[src/rtl/image_mem_arbiter.sv]
// rtl/image_mem_arbiter.sv - shares the single-port image memory between VGA reads and loader writes
module image_mem_arbiter #(
    parameter int ADDR_W   = 9,
    parameter int DATA_W   = 24,
    parameter int MAX_WAIT = 8,
    parameter int MEM_LAT  = 1
) (
    input  logic              clk50,
    input  logic              reset,
    input  logic              rd_req,
    input  logic [ADDR_W-1:0] rd_addr,
    output logic              rd_gnt,
    output logic [DATA_W-1:0] rd_data,
    output logic              rd_valid,
    input  logic              wr_req,
    input  logic [ADDR_W-1:0] wr_addr,
    input  logic [DATA_W-1:0] wr_data,
    output logic              wr_gnt,
    output logic [ADDR_W-1:0] mem_a,
    output logic              mem_we,
    output logic [DATA_W-1:0] mem_din,
    input  logic [DATA_W-1:0] mem_dout,
    output logic [15:0]       starve_cnt
);

    typedef enum logic [1:0] {
        ARB_IDLE,
        ARB_RD,
        ARB_WR,
        ARB_FORCE
    } arb_state_t;

    localparam logic [7:0] MAX_WAIT_C = 8'(MAX_WAIT);

    arb_state_t         state;
    logic [7:0]         wait_cnt;
    logic [MEM_LAT-1:0] rd_pipe;
    logic               force_wr;

    // Reads win unless the pending write has already lost MAX_WAIT cycles in a row.
    assign force_wr = wr_req && (wait_cnt == MAX_WAIT_C);
    assign wr_gnt   = wr_req && (force_wr || !rd_req);
    assign rd_gnt   = rd_req && !wr_gnt;

    assign rd_data  = mem_dout;
    assign rd_valid = rd_pipe[MEM_LAT-1];

    always_ff @(posedge clk50 or posedge reset) begin
        if (reset) begin
            state      <= ARB_IDLE;
            mem_a      <= '0;
            mem_we     <= 1'b0;
            mem_din    <= '0;
            wait_cnt   <= 8'd0;
            starve_cnt <= 16'd0;
            rd_pipe    <= '0;
        end else begin
            if (wr_gnt) begin
                state   <= force_wr ? ARB_FORCE : ARB_WR;
                mem_a   <= wr_addr;
                mem_din <= wr_data;
                mem_we  <= 1'b1;
            end else if (rd_gnt) begin
                state  <= ARB_RD;
                mem_a  <= rd_addr;
                mem_we <= 1'b0;
            end else begin
                state  <= ARB_IDLE;
                mem_we <= 1'b0;
            end

            if (wr_req && !wr_gnt) begin
                if (wait_cnt < MAX_WAIT_C)
                    wait_cnt <= wait_cnt + 8'd1;
            end else begin
                wait_cnt <= 8'd0;
            end

            if (force_wr && (starve_cnt != 16'hFFFF))
                starve_cnt <= starve_cnt + 16'd1;

            // ARB_RD marks the cycle the read address sits on mem_a; the pipe covers the memory latency.
            rd_pipe[0] <= (state == ARB_RD);
            for (int i = 1; i < MEM_LAT; i++)
                rd_pipe[i] <= rd_pipe[i-1];
        end
    end

endmodule

[config.mk]
export PLATFORM = sky130hd
export DESIGN_NAME = image_mem_arbiter
export DESIGN_NICKNAME = d
export VERILOG_FILES = /design/src/rtl/image_mem_arbiter.sv
export SDC_FILE = /design/constraint.sdc
export NUM_CORES = 1
export LEC_CHECK = 0
export BUFFER_PORTS_ARGS = -buffer_cell sky130_fd_sc_hd__buf_4
export CAP_MARGIN = 15
export CORE_UTILIZATION = 25
export CTS_BUF_LIST = sky130_fd_sc_hd__clkbuf_16
export CTS_CLUSTER_DIAMETER = 50
export DETAILED_ROUTE_END_ITERATION = 7
export SLEW_MARGIN = 20
export SYNTH_ARGS = -nofsm -noshare
export SYNTH_HDL_FRONTEND = slang
export SYNTH_SLANG_ARGS = --single-unit
[constraint.sdc]
create_clock -name clk50 -period 5.9 [get_ports clk50]
set_clock_uncertainty 0.15 [all_clocks]
set_input_delay 0 -clock clk50 [delete_from_list [all_inputs] [get_ports clk50]]
set_output_delay 0 -clock clk50 [all_outputs]
set_load 0.01 [all_outputs]
; After elaboration in Yosys (flattened, before gate mapping)
; Cells that the tools add are included.
[totals]
reg_bits = 61
in_bits = 70
output_inout_bits = 77
wordCells = 31
[classes]
n_addsub = 2
n_lt_le_gt_ge = 1
eq_ne = 4
n_mux = 8
n_reduce_logical = 9
[ops]
columns = cell, count
row1 = $mux W9, 2
row2 = $add A16 B1 Y16 const B, 1
row3 = $mux W8, 2
row4 = $ne A16 B16 Y1 const B, 1
row5 = $add A8 B1 Y8 const B, 1
row6 = $eq A8 B4 Y1 const B, 1
row7 = $lt A8 B4 Y1 const B, 1
row8 = $logic_and A1 B1 Y1, 5
row9 = $mux W1, 3
row10 = $eq A2 B1 Y1 const B, 1
row11 = $logic_not A1 Y1, 2
row12 = $mux W2, 1
row13 = $ne A2 B1 Y1 const B, 1
row14 = $reduce_bool A2 Y1, 1
row15 = $logic_or A1 B1 Y1, 1

; Logic depth before layout (Yosys ltp)
; Gate-level depths: netlist of the first run.
[depth]
depth_word = 8
depth_mapped = 7
mapped_depth_nobuf = 6

; Least setup slack after synthesis of the first run
; Ideal clock, no wire load.
[synth_timing]
path_kind = register to register
start = register wait_cnt[5]
end = register starve_cnt[15]
setup_time_ns = 0.125
t_arrival_ns = 1.798
required_time_ns = 5.625
slack_ns = 3.827
path_stages_with_launch = 6
path_buffers = 1
synth_period_minus_slack_ns = 2.073
path_cell_list = dfrtp_1 -> or4_4 -> buf_6 -> nor4_4 -> nand3_1 -> mux2_4
[synth_between]
elab_chain_cells = 3
[synth_rtl]
columns = element, line
row1 = from (decl), 36  ; logic [7:0] wait_cnt;
row2 = from (signal assigned), 74  ; wait_cnt <= wait_cnt + 8'd1;
row3 = $eq A8 B4 Y1, 41  ; assign force_wr = wr_req && (wait_cnt == MAX_WAIT_C);
row4 = $logic_and A1 B1 Y1, 41
row5 = $logic_and A1 B1 Y1, 79  ; if (force_wr && (starve_cnt != 16'hFFFF))
row6 = to (signal assigned), 80  ; starve_cnt <= starve_cnt + 16'd1;
row7 = to (decl), 23  ; output logic [15:0] starve_cnt
; No other way between the ends.
; A chain may end at the register's enable or synchronous reset.

; Worst setup path in the final report of the first run
[layout_timing]
start = register wait_cnt[0]
end = register mem_a[5]
[layout_between]
elab_chain_cells = 7
elab_cells_between_ends = 8
classes_between = eq/ne: 1 / mux: 1 / reduce/logical: 6
[layout_rtl]
columns = element, line
row1 = $eq A8 B4 Y1 (*), 41
row2 = $logic_and A1 B1 Y1 (*), 41
row3 = $logic_or A1 B1 Y1 (*), 42  ; assign wr_gnt = wr_req && (force_wr || !rd_req);
row4 = $logic_and A1 B1 Y1 (*), 42
row5 = $logic_not A1 Y1, 43  ; assign rd_gnt = rd_req && !wr_gnt;
row6 = $logic_and A1 B1 Y1, 43
row7 = $reduce_bool A2 Y1 (no source line), n/a
row8 = to (signal assigned), 60  ; mem_a <= wr_addr;
row9 = to (signal assigned), 65  ; mem_a <= rd_addr;
row10 = to (decl), 19  ; output logic [ADDR_W-1:0] mem_a,
; Mark *: on every way between the ends. The rest lies on a longest branch, timed or not.

==> flow_summary.ini, run 1 <==
[layout]
layout_commonest_cell = buf_4
n_antenna_cell = 0
area_growth_syn_to_fin_pct = 59.85
final_core_utilization = 0.4122
final_cell_mix = buf_4 (100), dlygate4sd3_1 (70), dfrtp_1 (60)
share_of_final_layout_standard_cells_stronger_than_drive_strength_1 = 0.3185
fin_nets = 451
final-instance-count-excl-fill = 523

[clocking]
cts-root-to-sink-buffers = 2
clk_transition_reported_paths_ns = 0.05
clk_root_buffer_cell = clkbuf_16
clkLatencyLatePin_ns = 0.32
numCtsBuffers = 9
clkSinkCount = 60
tritoncts = built
ctsHtreeMaxLevel = 3

[critical_path]
crit_fanout = 12
crit_path_cell_trace = inv_1 -> ha_1 -> nand4b_1 -> o21a_1 -> a221o_1 -> dlygate4sd3_1
timing.critical_path.required_ns = 5.95
crit_slowest_cell = dlygate4sd3_1
critical_path.startpoint_type = register
max_stage_delay_ns = 0.57
arrival_ns = 2.64
element_type_at_the_critical_path_end = register
ws_path_type = register to register

[place]
place.port_buffers = 98
dpl.cell_count = 437
detailedPlacementHpwl_um = 4229
place.gp.congestion = 0.7164

[detailed_routing]
met2_length_um = 3486
drt_pass1_iterations = 4
drt-vias-per-instance = 4.457
wl_per_cell_um = 13.06
detailroute.wirelength.met3_um = 370
drt_wl_total_um = 6832
wl_met1_um = 2752
dr.first_iter.drc_count = 142
total_via_count_in_the_routed_design = 2331
drc = 0
antenna_left = 0
top_signal_layer_used = met4

[synth]
synthesis.yosys.warnings = 0
syn_area_um2 = 2820
syn_avg_cell_area_um2 = 12.32
postSynth.asyncResetShare = 1.000
yosys_most_used_dff = dfrtp_1
yosys.cell_types.count = 42
synth_largest_area_cell = dfrtp_1
synthDominantCellAreaShare = 0.5324
synth_fp_nets = 302
synthCells = 229
yosys-top-cells-area = dfrtp_1 (53%), mux2_1 (10%), buf_4 (6.4%)
edff_count_synth = 0
synth_seq_cells = 60
seq_area_frac_synth = 0.5324

[pwr]
total_power_mw = 1.148
p_leak_nw = 2.131
p_per_area_nw_per_um2 = 254.7
ir_worst_vdd_uv = 118.3

[floorplan]
rows = 38
fp.dieW_um = 108.2
ioPinCount = 147
initial_core_util = 0.2579
core_area_um2 = 10940
die_height_um = 108.2
design.die.area_um2 = 11710

[sta]
slew_headroom = 0.4863
worst-slew-pin-transition_ns = 0.7705
layout_min_cycle_time_ns = 2.595
rsz0062_at_grt = false
setup_viol = 0
period_share = 0.4398
final-max-slew-violation-count = 0
max_freq_mhz = 385.4
final_hold_viol_count = 0
tns_ns = 0

[grt]
grt_max_degree = 61
grt_pass1_vias = 2226
first_pass_grt_wire_length_um = 10470
grt.total_usage = 0.1169
overflow = 0
antenna_found_initial = 0

[min_path]
min-delay-path-class = primary input to register

[status]
status = completed

[run]
drv_cap = 0
==> metrics by stage <==
stage	setup slack [ns]	cell area [um2]	hold WS, ns
after floorplan	3.827	2820	-0.05823
after global placement	3.477	3523	-0.1499
after detailed placement	3.441	3523	-0.1499
after CTS	3.335	4508	0.2746
after global routing	3.195	4508	0.2869
final	3.305	4508	0.2881
==> layout make-up <==
cell class,count,area (um2)
fill,1020,6427
clock buffer,9,225.2
clock inverter,7,58.81
multi-input combinational,132,1077
inverter,5,18.77
sequential,60,1501
tap,140,175.2
timing repair buffer,170,1451
==> final timing paths <==
| check | start | endpoint | slack [ns] | cells past startpoint |
|---|---|---|---|---|
| max in group asynchronous | reset | mem_din[20]$_DFFE_PP0P_ | 4.77 | 4 |
| max | wait_cnt[0]$_DFFE_PP0P_ | mem_a[5]$_DFFE_PP0P_ | 3.31 | 6 |
| min reg2reg | mem_we$_DFF_PP0_ | rd_valid$_DFF_PP0_ | 0.29 | 1 |
| min | wr_data[12] | mem_din[12]$_DFFE_PP0P_ | 0.29 | 3 |
| max reg2reg | wait_cnt[0]$_DFFE_PP0P_ | mem_a[5]$_DFFE_PP0P_ | 3.31 | 6 |
| min in group asynchronous | reset | starve_cnt[10]$_DFFE_PP0P_ | 0.30 | 4 |
==> report_power, final <==
| group | internal (mW) | switching (mW) |
|---|---|---|
| Clock | 0.320 | 0.178 |
| Combinational | 0.115 | 0.0743 |
| Sequential | 0.444 | 0.0169 |
| Total | 0.879 | 0.269 |
==> Yosys cell counts (2+ instances only) <==
| library cell | instances |
|---|---|
| a21oi_1 | 2 |
| a221o_1 | 9 |
| and3_1 | 5 |
| and4_1 | 2 |
| buf_2 | 4 |
| buf_4 | 24 |
| clkbuf_1 | 2 |
| dfrtp_1 | 60 |
| ha_1 | 3 |
| inv_1 | 5 |
| mux2_1 | 25 |
| mux2i_1 | 9 |
| nand2_1 | 7 |
| nand3_1 | 7 |
| nand4_1 | 4 |
| nand4b_1 | 2 |
| nor2_1 | 15 |
| nor2b_1 | 2 |
| nor3_1 | 3 |
| o2111ai_1 | 2 |
| o211ai_1 | 3 |
| xnor2_1 | 11 |
| xor2_1 | 4 |
==> timing repair <==
action | in CTS | in global routing
buffers inserted | 0 | 0
hold buffers | 70 | 0
gates resized for setup | 0 | 0
hold endpoints to repair | 126 | 0
==> metal layers <==
| layer | vias to the layer above | global-route usage |
|---|---|---|
| li1 | 1090 | - |
| met1 | 1127 | 0.1265 |
| met2 | 97 | 0.2079 |
| met3 | 17 | 0.02773 |
| met4 | 0 | 0.06654 |
| met5 | - | 0 |
==> kinds of logic (layout without fill, tap and decap cells) <==
group                      after synthesis  count (layout)  share of synthesized area
xor gates and xnor gates                15              15                    0.04658
muxes                                   35              35                     0.1371
DFF                                     60              60                     0.5324
and+or+nand+nor                         58              58                     0.1220
adders and majority gates                3               3                    0.01331
AOI/OAI and AO/OA                       21              21                    0.06300
buffers and inverters                   37             191                    0.08562
==> sequential cells by signal, summed over array words and instances, names as in the netlist <==
| signal | count |
|---|---|
| wait_cnt | 8 |
| state | 1 |
| mem_a | 9 |
| mem_din | 24 |
| starve_cnt | 16 |
| rd_valid | 1 |
| mem_we | 1 |
==> worst max-delay path, delay by kind of cell (launching register included) <==
kind                     cells  cell delay (ns)
adder cells (fa/ha/maj)      1             0.14
buffers and inverters        2             0.65
flip-flops                   1             0.42
AO/OA/AOI/OAI                2             0.81
AND/OR/NAND/NOR              1             0.30
Power figures use the tool's default switching activity.
==> run 2: changes to the inputs <==
==> constraint.sdc (replaced) <==
create_clock -name clk50 -period 2.5 [get_ports clk50]
set_clock_uncertainty 0.15 [all_clocks]
set_input_delay 0 -clock clk50 [delete_from_list [all_inputs] [get_ports clk50]]
set_output_delay 0 -clock clk50 [all_outputs]
set_load 0.01 [all_outputs]
==> run 2 against run 1 <==
Sequential share of layout area decreased by 0.074 points. Routed wire length increased by 6.4%. Register-to-register slack got worse by 2.9 ns. Critical endpoint is now wr_gnt. Flip-flop and latch count unchanged. Hold slack got worse by 0.068 ns. Highest routed layer unchanged. Sequential power increased by 140%. Final cell count increased by 0.19%. Total power increased by 130%. Non-clock buffer count increased by 3. Clock power increased by 130%. Combinational power increased by 130%.
==> flow_summary.ini, run 2 (same netlist as run 1, synthesis figures left out) <==
[status]
status = completed

[sta]
rsz0062_at_grt = false
final.setup.worst_slack_ns = 0.3247
period_share = 0.8701
final_hold_viol_count = 0
final-max-slew-violation-count = 0
tns_ns = 0
hold_ws_ns = 0.2197
setup_viol = 0
max_freq_mhz = 459.7
slew_headroom = 0.5434
layout_min_cycle_time_ns = 2.175
worst-slew-pin-transition_ns = 0.6840

[floorplan]
design.die.area_um2 = 11710
rows = 38
die_height_um = 108.2
core_area_um2 = 10940
initial_core_util = 0.2579
fp.dieW_um = 108.2
ioPinCount = 147

[place]
pre_cts_slack_ns = 0.3663
dpl.cell_count = 440
detailedPlacementHpwl_um = 4424
place.port_buffers = 98
dpl-instance-area_um2 = 3546
place.gp.congestion = 0.7567

[grt]
first_pass_grt_wire_length_um = 11250
grt_pass1_vias = 2347
grt_max_degree = 31
antenna_found_initial = 0
overflow = 0
grt.total_usage = 0.1260

[pwr]
power.switching_mw = 0.6158
power.share.switching = 0.2303
ir_worst_vdd_uv = 267.8
power_report.internal_total_mw = 2.059
total_power_mw = 2.675
combinationalPowerShare = 0.166
p_leak_nw = 2.138
p_per_area_nw_per_um2 = 592.0
pwr-share-clk = 0.427
seq_power_share = 0.407

[critical_path]
worst_setup_path_endpoint = wr_gnt
arrival_ns = 2.03
reg2reg_from = wait_cnt[5]$_DFFE_PP0P_
crit_path_cell_trace = inv_1 -> ha_1 -> nand4b_1 -> nor2_2 -> o21ai_2 -> buf_4 -> inv_1 -> buf_4
ws_path_type = register to primary output
timing.critical_path.required_ns = 2.35
setup.worst_path.start = wait_cnt[0]$_DFFE_PP0P_
max_stage_delay_ns = 0.41
rrSetupSlack_ns = 0.37
crit_fanout = 25
crit_slowest_cell = dfrtp_1
worst_reg2reg_endpoint = starve_cnt[1]$_DFFE_PP0P_
element_type_at_the_critical_path_end = primary output
ff2ff_path_depth = 4
critical_path.startpoint_type = register

[clocking]
clkLatencyLatePin_ns = 0.32
ctsHtreeMaxLevel = 3
numCtsBuffers = 9
postCtsSetupRepairBufs = 0
clk_root_buffer_cell = clkbuf_16
clkSinkCount = 60
cts-root-to-sink-buffers = 2
post_cts_resized = 0
clk_transition_reported_paths_ns = 0.05
tritoncts = built

[detailed_routing]
drt_wl_total_um = 7272
total_via_count_in_the_routed_design = 2337
wl_per_cell_um = 13.88
drc = 0
drt_pass1_iterations = 4
drt-vias-per-instance = 4.460
dr.first_iter.drc_count = 146
antenna_left = 0

[layout]
final_cell_mix = buf_4 (103), dlygate4sd3_1 (70), dfrtp_1 (60)
fin_nets = 454
n_antenna_cell = 0
final_core_utilization = 0.4132
fillerInstances = 1021
final_cell_area_um2 = 4518
layout_commonest_cell = buf_4
top_register = mem_din
reg_top3 = mem_din x24, starve_cnt x16, mem_a x9
largest_reg_flops = 24
share_of_final_layout_standard_cells_stronger_than_drive_strength_1 = 0.3203
area_growth_syn_to_fin_pct = 60.20
final-instance-count-excl-fill = 524

[run]
drv_cap = 0

[min_path]
min-delay-path-class = primary input to async pin
[run 2: cell count changes in the layout (fill, tap and decap cells not counted)]
cell	previous run	this run
buf_4	100	103
clkinv_2	2	1
clkinvlp_4	1	0
[run 2: cell type report]
type,count,area (um2),area share
sequential,60,1501,0.3323
timing repair buffer,173,1474,0.3262
multi-input combinational,132,1077,0.2384
clock buffer,9,225.2,0.04985
tap,140,175.2,0.03877
clock inverter,5,46.29,0.01025
inverter,5,18.77,0.004154
[run 2: repair_timing]
| item | in CTS | in global routing |
|---|---|---|
| endpoints found under the hold margin | 94 | 0 |
| hold buffers | 70 | 0 |
| setup endpoints to repair | 0 | 0 |
[run 2: how the worst min path moves through the flow]
stage / start / endpoint / slack, ns
after global routing: reset / starve_cnt[14]$_DFFE_PP0P_ / 0.25
after global placement: mem_dout[1] / rd_data[1] / -0.15
after CTS: reset / starve_cnt[10]$_DFFE_PP0P_ / 0.21
after floorplan: mem_dout[0] / rd_data[0] / -0.06
final: reset / starve_cnt[8]$_DFFE_PP0P_ / 0.22
after detailed placement: mem_dout[1] / rd_data[1] / -0.15
[run 2: power by group through the flow]
stage	Combinational (mW)	Clock, mW	Sequential, mW
after floorplan	0.147	0	1.14
after global placement	0.338	0	1.10
after detailed placement	0.346	0	1.10
after CTS	0.446	1.18	1.09
after global routing	0.481	1.22	1.10
final	0.444	1.14	1.09
[run 2: metal layers]
layer	up-vias	GRT usage	part of all wire
li1	1096	-	-
met1	1131	0.1443	0.41
met2	92	0.2075	0.50
met3	18	0.02592	0.054
met4	0	0.09393	0.038
met5	-	0	0
[run 2: worst max-delay path: cells and delay by family (launching register included)]
kind	cells	cell delay (ns)
adders and majority gates	1	0.19
and+or+nand+nor	2	0.34
AOI/OAI and AO/OA	1	0.11
buffers and inverters	4	0.65
DFF	1	0.41
